$ cat src/rtl/alu_unit.sv
// alu_unit: RV32I integer ALU for the execute stage.
// Operand A is r1 or pc, operand B is r2 or the immediate. The result,
// its zero flag and a valid strobe are registered: one cycle of latency
// and one operation per cycle.
// Optional build macro ALU_MUL_EN adds the RV32M multiply codes 11-14.
// Without it, codes 11-15 return 0 and no multiplier is built.
module alu_unit #(
  parameter int XLEN = 32
) (
  input  logic            clk,
  input  logic            rst,
  input  logic            in_valid,
  input  logic [3:0]      alucode,
  input  logic [XLEN-1:0] r1,
  input  logic [XLEN-1:0] r2,
  input  logic [XLEN-1:0] pc,
  input  logic [XLEN-1:0] imm,
  input  logic            using_r2,
  input  logic            using_pc,
  output logic [XLEN-1:0] alu_result,
  output logic            out_valid,
  output logic            result_zero
);

  localparam int SHW = $clog2(XLEN);

  localparam logic [3:0] OP_ADD    = 4'd0;
  localparam logic [3:0] OP_SUB    = 4'd1;
  localparam logic [3:0] OP_SLT    = 4'd2;
  localparam logic [3:0] OP_SLTU   = 4'd3;
  localparam logic [3:0] OP_XOR    = 4'd4;
  localparam logic [3:0] OP_OR     = 4'd5;
  localparam logic [3:0] OP_AND    = 4'd6;
  localparam logic [3:0] OP_SLL    = 4'd7;
  localparam logic [3:0] OP_SRL    = 4'd8;
  localparam logic [3:0] OP_SRA    = 4'd9;
  localparam logic [3:0] OP_PASSB  = 4'd10;
`ifdef ALU_MUL_EN
  localparam logic [3:0] OP_MUL    = 4'd11;
  localparam logic [3:0] OP_MULH   = 4'd12;
  localparam logic [3:0] OP_MULHSU = 4'd13;
  localparam logic [3:0] OP_MULHU  = 4'd14;
`endif

  // Stage p0: operand selection and combinational result
  logic        [XLEN-1:0] opa_p0;
  logic        [XLEN-1:0] opb_p0;
  logic signed [XLEN-1:0] opa_s_p0;
  logic signed [XLEN-1:0] opb_s_p0;
  logic        [SHW-1:0]  shamt_p0;
  logic        [XLEN-1:0] res_p0;

  assign opa_p0   = using_pc ? pc : r1;
  assign opb_p0   = using_r2 ? r2 : imm;
  assign opa_s_p0 = opa_p0;
  assign opb_s_p0 = opb_p0;
  // Only the low log2(XLEN) bits of B are a shift amount; the rest is ignored.
  assign shamt_p0 = opb_p0[SHW-1:0];

`ifdef ALU_MUL_EN
  // A single 64-bit multiplier serves all four codes. Each operand is sign-
  // or zero-extended to 2*XLEN according to the code, so the low 2*XLEN bits
  // of the product hold both the low word and the correct high word.
  logic [2*XLEN-1:0] mula_p0;
  logic [2*XLEN-1:0] mulb_p0;
  logic [2*XLEN-1:0] prod_p0;
  logic              sgna_p0;
  logic              sgnb_p0;

  // Pick operand signedness for MULH (s*s) and MULHSU (s*u); all else unsigned
  always_comb begin
    sgna_p0 = (alucode == OP_MULH) || (alucode == OP_MULHSU);
    sgnb_p0 = (alucode == OP_MULH);
    mula_p0 = {{XLEN{sgna_p0 & opa_p0[XLEN-1]}}, opa_p0};
    mulb_p0 = {{XLEN{sgnb_p0 & opb_p0[XLEN-1]}}, opb_p0};
    prod_p0 = mula_p0 * mulb_p0;
  end
`endif

  // Decode alucode into the combinational result; reserved codes yield 0
  always_comb begin
    res_p0 = '0;
    case (alucode)
      OP_ADD:    res_p0 = opa_p0 + opb_p0;
      OP_SUB:    res_p0 = opa_p0 - opb_p0;
      OP_SLT:    res_p0 = {{(XLEN-1){1'b0}}, (opa_s_p0 < opb_s_p0)};
      OP_SLTU:   res_p0 = {{(XLEN-1){1'b0}}, (opa_p0 < opb_p0)};
      OP_XOR:    res_p0 = opa_p0 ^ opb_p0;
      OP_OR:     res_p0 = opa_p0 | opb_p0;
      OP_AND:    res_p0 = opa_p0 & opb_p0;
      OP_SLL:    res_p0 = opa_p0 << shamt_p0;
      OP_SRL:    res_p0 = opa_p0 >> shamt_p0;
      OP_SRA:    res_p0 = opa_s_p0 >>> shamt_p0;
      OP_PASSB:  res_p0 = opb_p0;
`ifdef ALU_MUL_EN
      OP_MUL:    res_p0 = prod_p0[XLEN-1:0];
      OP_MULH:   res_p0 = prod_p0[2*XLEN-1:XLEN];
      OP_MULHSU: res_p0 = prod_p0[2*XLEN-1:XLEN];
      OP_MULHU:  res_p0 = prod_p0[2*XLEN-1:XLEN];
`endif
      default:   res_p0 = '0;
    endcase
  end

  // Stage p1: registered result, zero flag and valid
  logic [XLEN-1:0] result_p1;
  logic            zero_p1;
  logic            vld_p1;

  // Capture on accepted requests; idle cycles drop valid but hold the data
  always_ff @(posedge clk or posedge rst) begin
    if (rst) begin
      result_p1 <= '0;
      zero_p1   <= 1'b1;
      vld_p1    <= 1'b0;
    end else begin
      vld_p1 <= in_valid;
      if (in_valid) begin
        result_p1 <= res_p0;
        zero_p1   <= (res_p0 == '0);
      end
    end
  end

  assign alu_result  = result_p1;
  assign result_zero = zero_p1;
  assign out_valid   = vld_p1;

endmodule

$ cat config.mk
export PLATFORM = sky130hd
export DESIGN_NAME = alu_unit
export DESIGN_NICKNAME = d
export VERILOG_FILES = /design/src/rtl/alu_unit.sv
export SDC_FILE = /design/constraint.sdc
export NUM_CORES = 1
export LEC_CHECK = 0
export CAP_MARGIN = 10
export CORE_ASPECT_RATIO = 1.75
export CORE_MARGIN = 2
export CORE_UTILIZATION = 40
export CTS_BUF_LIST = sky130_fd_sc_hd__clkbuf_8
export DETAILED_ROUTE_END_ITERATION = 8
export GPL_ROUTABILITY_DRIVEN = 0
export PLACE_DENSITY = 0.73
export SLEW_MARGIN = 20
export SYNTH_ARGS = -nofsm -noshare
export SYNTH_HDL_FRONTEND = slang
export SYNTH_SLANG_ARGS = --single-unit
$ cat constraint.sdc
create_clock -name clk -period 0.95 [get_ports clk]
set_input_delay 0.19 -clock clk [delete_from_list [all_inputs] [get_ports clk]]
set_output_delay 0.19 -clock clk [all_outputs]
set_load 0.05 [all_outputs]
==> impl.org, run 1 <==
** Synthesis
- A synthesized cell averages 7.07 sq um.
- Primary FF master, synth :: dfrtp_1
- Synthesized cell area :: 0.0115 sq mm
- Post-synthesis sequential element count :: 34
- Unique cell type count in the Yosys netlist :: 96
- Share of synthesized area occupied by flip-flops and latches :: 7.44%
- Number of instances in the synthesized netlist :: 1,622
- The synthesized design contains 0 enable-type register cells.
- Number of warnings reported in the yosys synthesis log :: 0
- Total nets after synthesis :: 1,859
- FFs w/ async S/R, synth :: 100%

** Outcome
- Step where the flow halted :: global routing
- The flow did not finish.
- Error that stopped the run :: [ERROR GRT-0116] Global routing finished with congestion. Check the congestion regions in the DRC Viewer.

** Placed design
- Cell area reported after detailed placement :: 0.0188 sq mm
- Detailed placer's ending HPWL :: 54,200 um
- Input and output buffers added on the ports amount to 170.
- Place WS :: -3840 ps

** Floorplanning
- Initial core utilization :: 40.3%
- I/O pin total :: 171
- Measured along the x axis, the die boundary spans 132 um.
- Standard-cell rows :: 82
- The die is 228 um tall.

** Global route
- Global-route wire length before repair :: 160,000 um
- Entering global routing, the biggest net connects 60 pins.
- Overflow left after global routing :: 210
- Combined global-route utilization of all metal layers :: 68.8%
- Via count of the first global-routing pass :: 24,232

** Clocking
- The longest clock path from root to sink contains 2 buffers.
- Clock Root Buffer :: clkbuf_8
- Clock Sink Count :: 34
- The H-tree was split into 2 levels.
- The number of clock buffers added by TritonCTS is 5.
-- repair_timing --
item | CTS
pin swaps | 160
cloned | 3
setup endpoints to repair | 67
buffers inserted | 116
resized for setup | 507
hold buffers | 0
endpoints found under the hold margin | 0
-- Yosys cell counts, types with 23 or more instances --
library cell	number	share of area, %
a211oi_1	44	2.9
a21oi_1	151	6.6
a221oi_1	23	1.8
a31oi_1	23	1.3
buf_2	30	1.3
clkbuf_1	63	2.1
dfrtp_1	33	7.2
ha_1	98	11
inv_1	81	2.7
mux2_2	24	2.4
mux2i_1	114	10
nand2_1	114	3.7
nand3_1	37	1.6
nor2_1	205	6.7
nor3_1	41	1.8
o211ai_1	30	2.0
o21ai_0	77	3.4
o22ai_1	57	3.1
-- metrics by stage --
stage	TNS, ps	std cells
after floorplan	-79890	1622
after global placement	-90240	2741
after detailed placement	-93940	2741
after CTS	-69790	2857
-- cells by family after synthesis --
group           share of synthesized area, %
flops                                   7.44
fa+ha+maj                               11.0
compound gates                          35.6
simple gates                            19.5
mux                                     17.0
buf+inv                                 8.43
xor+xnor                               0.917
-- metal layers --
layer	track usage, %	overflow
met1	67.2	2
met2	88.1	141
met4	70.4	65
met3	51.1	2
met5	15.7	0
==> run 2: changes to the inputs <==
CORE_ASPECT_RATIO = not set   (was 1.75)
CORE_UTILIZATION = 25   (was 40)
CTS_BUF_LIST = not set   (was sky130_fd_sc_hd__clkbuf_8)
PLACE_DENSITY = not set   (was 0.73)
PLACE_DENSITY_LB_ADDON = 0.15   (was not set)
clock period = 1.23 ns   (was 0.95 ns; I/O delays follow)
==> impl.org, run 2 <==
** Timing
- Once routing completed, OpenROAD measured the worst setup slack at -2520 ps.
- Number of failing hold endpoints at the final stage :: 0
- Counting I/O delays and the setup requirement, the final critical path takes 3750 ps.
- Unrepaired setup endpoints after global routing :: yes
- In the finished design, the share of the clock period the worst path needs comes to 305%.
- Setup violations remaining at the end of the flow were counted as 34.
- Setup total negative slack on the finished layout was measured at -62,850 ps.
- Max Clk Rate :: 266 MHz
- Worst slew slack as a fraction of its limit :: 32.4%
- The tightest hold path in the finished design has a slack of 317 ps.
- Actual slew at the worst max-slew pin :: 1010 ps
- Maximum clock skew at final layout :: 0 ps
- The number of slew-limit violations in the final report is 0.

** Critical path
- Together, buffers and inverters on the worst path number 8.
- Data arrival time of the critical path :: 3980 ps
- Crit-path leading delay family :: compound AO/OA/AOI/OAI gates
- Worst Setup Start Kind :: input pin
- The largest single stage delay on the critical path is 370 ps.
- In this run the worst path has a maximum fanout of 6.
- STA classifies the critical path endpoint as a flip-flop.
- The slowest stage of the critical path belongs to the cell a2111oi_4.
- Worst path required time :: 1460 ps
- The signal on the critical path passes through buf_12, buf_12, buf_8, mux2i_1, buf_4, buf_6, ha_4, nand4_1, a2111oi_4, a2bb2oi_4, buf_6, o211ai_1, buf_4, a32oi_2, buf_4, o21a_1, o211ai_1, nand4_1, mux2i_1, nor2_1, a21oi_2, a41o_1.
- Startpoint-to-endpoint class of the critical path :: input pin to flip-flop
- Most frequent cell on the critical path :: buf_4

** Floorplanning
- Die boundary width :: 218 um (+65%)
- I/O pin total :: 171 (unchanged)
- Die area :: 0.0476 sq mm
- Core Area :: 0.0453 sq mm
- Standard-cell rows :: 78 (-4.9%)
- Initial core utilization :: 25.3% (-15 points)
- The height of the die came to 218 um (-4.3%).

** Finish
- The filler cells instantiated in the layout total 4,259.
- Leaving out fill and tap cells, the most frequent cells in the layout are 722 x buf_4, 179 x nor2_1, 105 x clkdlybuf4s50_1.
- The repair_antennas step left the layout with diodes totalling 0.
- Layout Area Growth over Synthesis :: 107%
- In the final design database the tool counted 2,754 nets.
- Of the cells placed in the final design, the portion with a size suffix greater than 1 is 53.7%.
- The library cell used most frequently in the layout, excluding fill and tap cells, is buf_4.
- Post-Layout Cell Count :: 3,118
- Flip-flop count of the largest register after layout :: 32

** Synthesis
- Avg Inst Size Synth :: 7.07 sq um (unchanged)
- Number of warnings reported in the yosys synthesis log :: 0 (unchanged)
- Share of synthesized area occupied by flip-flops and latches :: 7.44% (unchanged)
- Cell taking the most area after synthesis :: ha_1
- Number of synthesized flops with an enable pin :: 0 (unchanged)
- The share of the synthesized area in the top cell type was 10.7% (unchanged).
- Post-synthesis sequential element count :: 34 (unchanged)
- List of most frequent post-synthesis cells :: 205 x nor2_1, 151 x a21oi_1, 114 x mux2i_1, 114 x nand2_1, 98 x ha_1
- Synthesized cell area :: 0.0115 sq mm (unchanged)
- The share of async-settable or async-resettable flops after synthesis was 100% (unchanged).
- Most numerous cell in the Yosys netlist :: nor2_1
- Top post-synthesis cells by area :: ha_1 11%, mux2i_1 10%, dfrtp_1 7.2%
- The cell count after synthesis was 1,622 (unchanged).
- The post-synthesis cell type count was 96 (unchanged).
- In the synthesized netlist the dominant register cell turns out to be dfrtp_1.
- The number of nets produced by synthesis was 1,859 (unchanged).

** Power
- Combinational share of power :: 85.2%
- Post-route total power :: 19.0 mW
- Relative contribution of sequential cells to total power :: 8.0%
- Switching power total :: 8.95 mW
- Worst ir drop on vdd :: 0.000662 V
- Switching part of the total :: 47.2%
- Static leakage :: 10.3 nW
- Clock network power share :: 6.8%
- Power Dens Cells :: 799 mW/mm^2
- Internal power comes to 10.0 mW.

** Clocking
- The CTS buffer count was 5 (unchanged).
- TritonCTS clock tree :: done
- Clock latency on the worst-skew pair :: 280 ps
- H-tree depth :: 2 (unchanged)
- Clock Sink Count :: 34 (unchanged)
- The clock tree buffer depth was 2 (unchanged).
- The tree is rooted in a clkbuf_16.
- After clock tree synthesis, the clock-pin slew on the worst setup and hold paths is 50 ps.

** Detailed routing
- DRC violation count after routing :: 4
- In this run the remaining antenna-violating nets after routing total 0.
- Total wirelength of the detailed-routed design :: 75,200 um
- Via count :: 17,887
- In the routed layout, each cell is associated on average with a via count of 5.74.
- The first detailed-routing pass ran for 9 iterations.
- Initial detailed-routing violation count :: 2,072
- After detailed routing, the average wire length per cell comes to 24.1 um.

** Run
- The tool flagged a number of max-cap violations equal to 0.

** Outcome
- The run finished, with violations left.
- The final reports fail on design-rule violations, negative setup slack.

** Placed design
- Detailed placer's ending HPWL :: 58,800 um (+8.4%)
- The count of buffers inserted at the top-level ports was 170 (unchanged).
- Number of placed instances, taps included :: 2,992 (+9.2%)
- Place WS :: -3540 ps (+294 ps)

** Global route
- The number of antenna violations at the first check in global routing was 1.
- The total overflow left after global routing is 0.
- Via count of the first global-routing pass :: 17,023
- Combined global-route utilization of all metal layers :: 29.7%
- Entering global routing, the biggest net connects 60 pins.
- Global-route wire length before repair :: 107,000 um

** Worst hold path
- The path class of the tightest hold or removal check is input pin to asynchronous set/reset pin.
==> run 2: path summary, 6_finish.rpt <==
kind | from | end | slack [ps] | depth (start not counted)
max | using_pc | result_zero$_DFFE_PP1P_ | -2520 | 22
min | rst | alu_result[11]$_DFFE_PP0P_ | 320 | 3
max reg2reg | alu_result[9]$_DFFE_PP0P_ | alu_result[9]$_DFFE_PP0P_ | 310 | 2
min reg2reg | alu_result[15]$_DFFE_PP0P_ | alu_result[15]$_DFFE_PP0P_ | 540 | 1
max in group asynchronous | rst | result_zero$_DFFE_PP1P_ | 650 | 3
min in group clk | alu_result[15]$_DFFE_PP0P_ | alu_result[15]$_DFFE_PP0P_ | 540 | 1
==> run 2: worst register-to-register path: cells and delay by family (launching register included) <==
family          cells  cell delay (ps)
flops               1              400
simple gates        1              290
compound gates      1              110
==> run 2: power groups by stage <==
stage | logic (mW) | clock network, mW | registers [mW]
finish | 16.2 | 1.28 | 1.52
detailed placement | 12.4 | 0 | 1.54
global placement | 12.4 | 0 | 1.54
CTS | 14.3 | 1.31 | 1.53
global route | 16.8 | 1.38 | 1.55
floorplan | 4.98 | 0 | 2.09
==> run 2: repair_timing <==
action / CTS / global route
hold buffers: 0 / 0
endpoints found under the setup margin: 34 / 34
cloned: 2 / 3
resized for setup: 401 / 287
pin swaps: 148 / 147
buffers inserted: 72 / 75
==> run 2: cell type report <==
| class | count | area, sq um | area share (%) |
|---|---|---|---|
| inverters | 97 | 423 | 1.78 |
| flip-flops and latches | 34 | 852 | 3.59 |
| repair buffers | 1007 | 9200 | 38.8 |
| clock buffers | 7 | 143 | 0.601 |
| multi-input cells | 1372 | 12300 | 52.0 |
| well taps | 600 | 751 | 3.16 |
| clock inverters | 1 | 5.00 | 0.0211 |
==> run 2: routing by layer <==
layer	share of wire, %	global-route usage, %	wire length [um]
met1	40	38.8	30000
met2	44	47.7	33300
met3	9.5	5.00	7160
met4	6.2	13.1	4660
met5	0.017	0	13
==> run 2: metrics by stage <==
| stage | util [%] | instance area (sq um) |
|---|---|---|
| after detailed placement | 42.8 | 19400 |
| final | 52.4 | 23700 |
| after global routing | 52.4 | 23700 |
| after CTS | 48.3 | 21900 |
| after floorplan | - | 11700 |
| after global placement | 42.8 | 19400 |
==> run 2: cell families after synthesis <==
group | share of synthesized area, %
AO/OA/AOI/OAI | 35.6
XOR/XNOR | 0.917
adder cells (fa/ha/maj) | 11.0
buffers and inverters | 8.43
flip-flops | 7.44
multiplexers | 17.0
AND/OR/NAND/NOR | 19.5
Power figures use the tool's default switching activity.
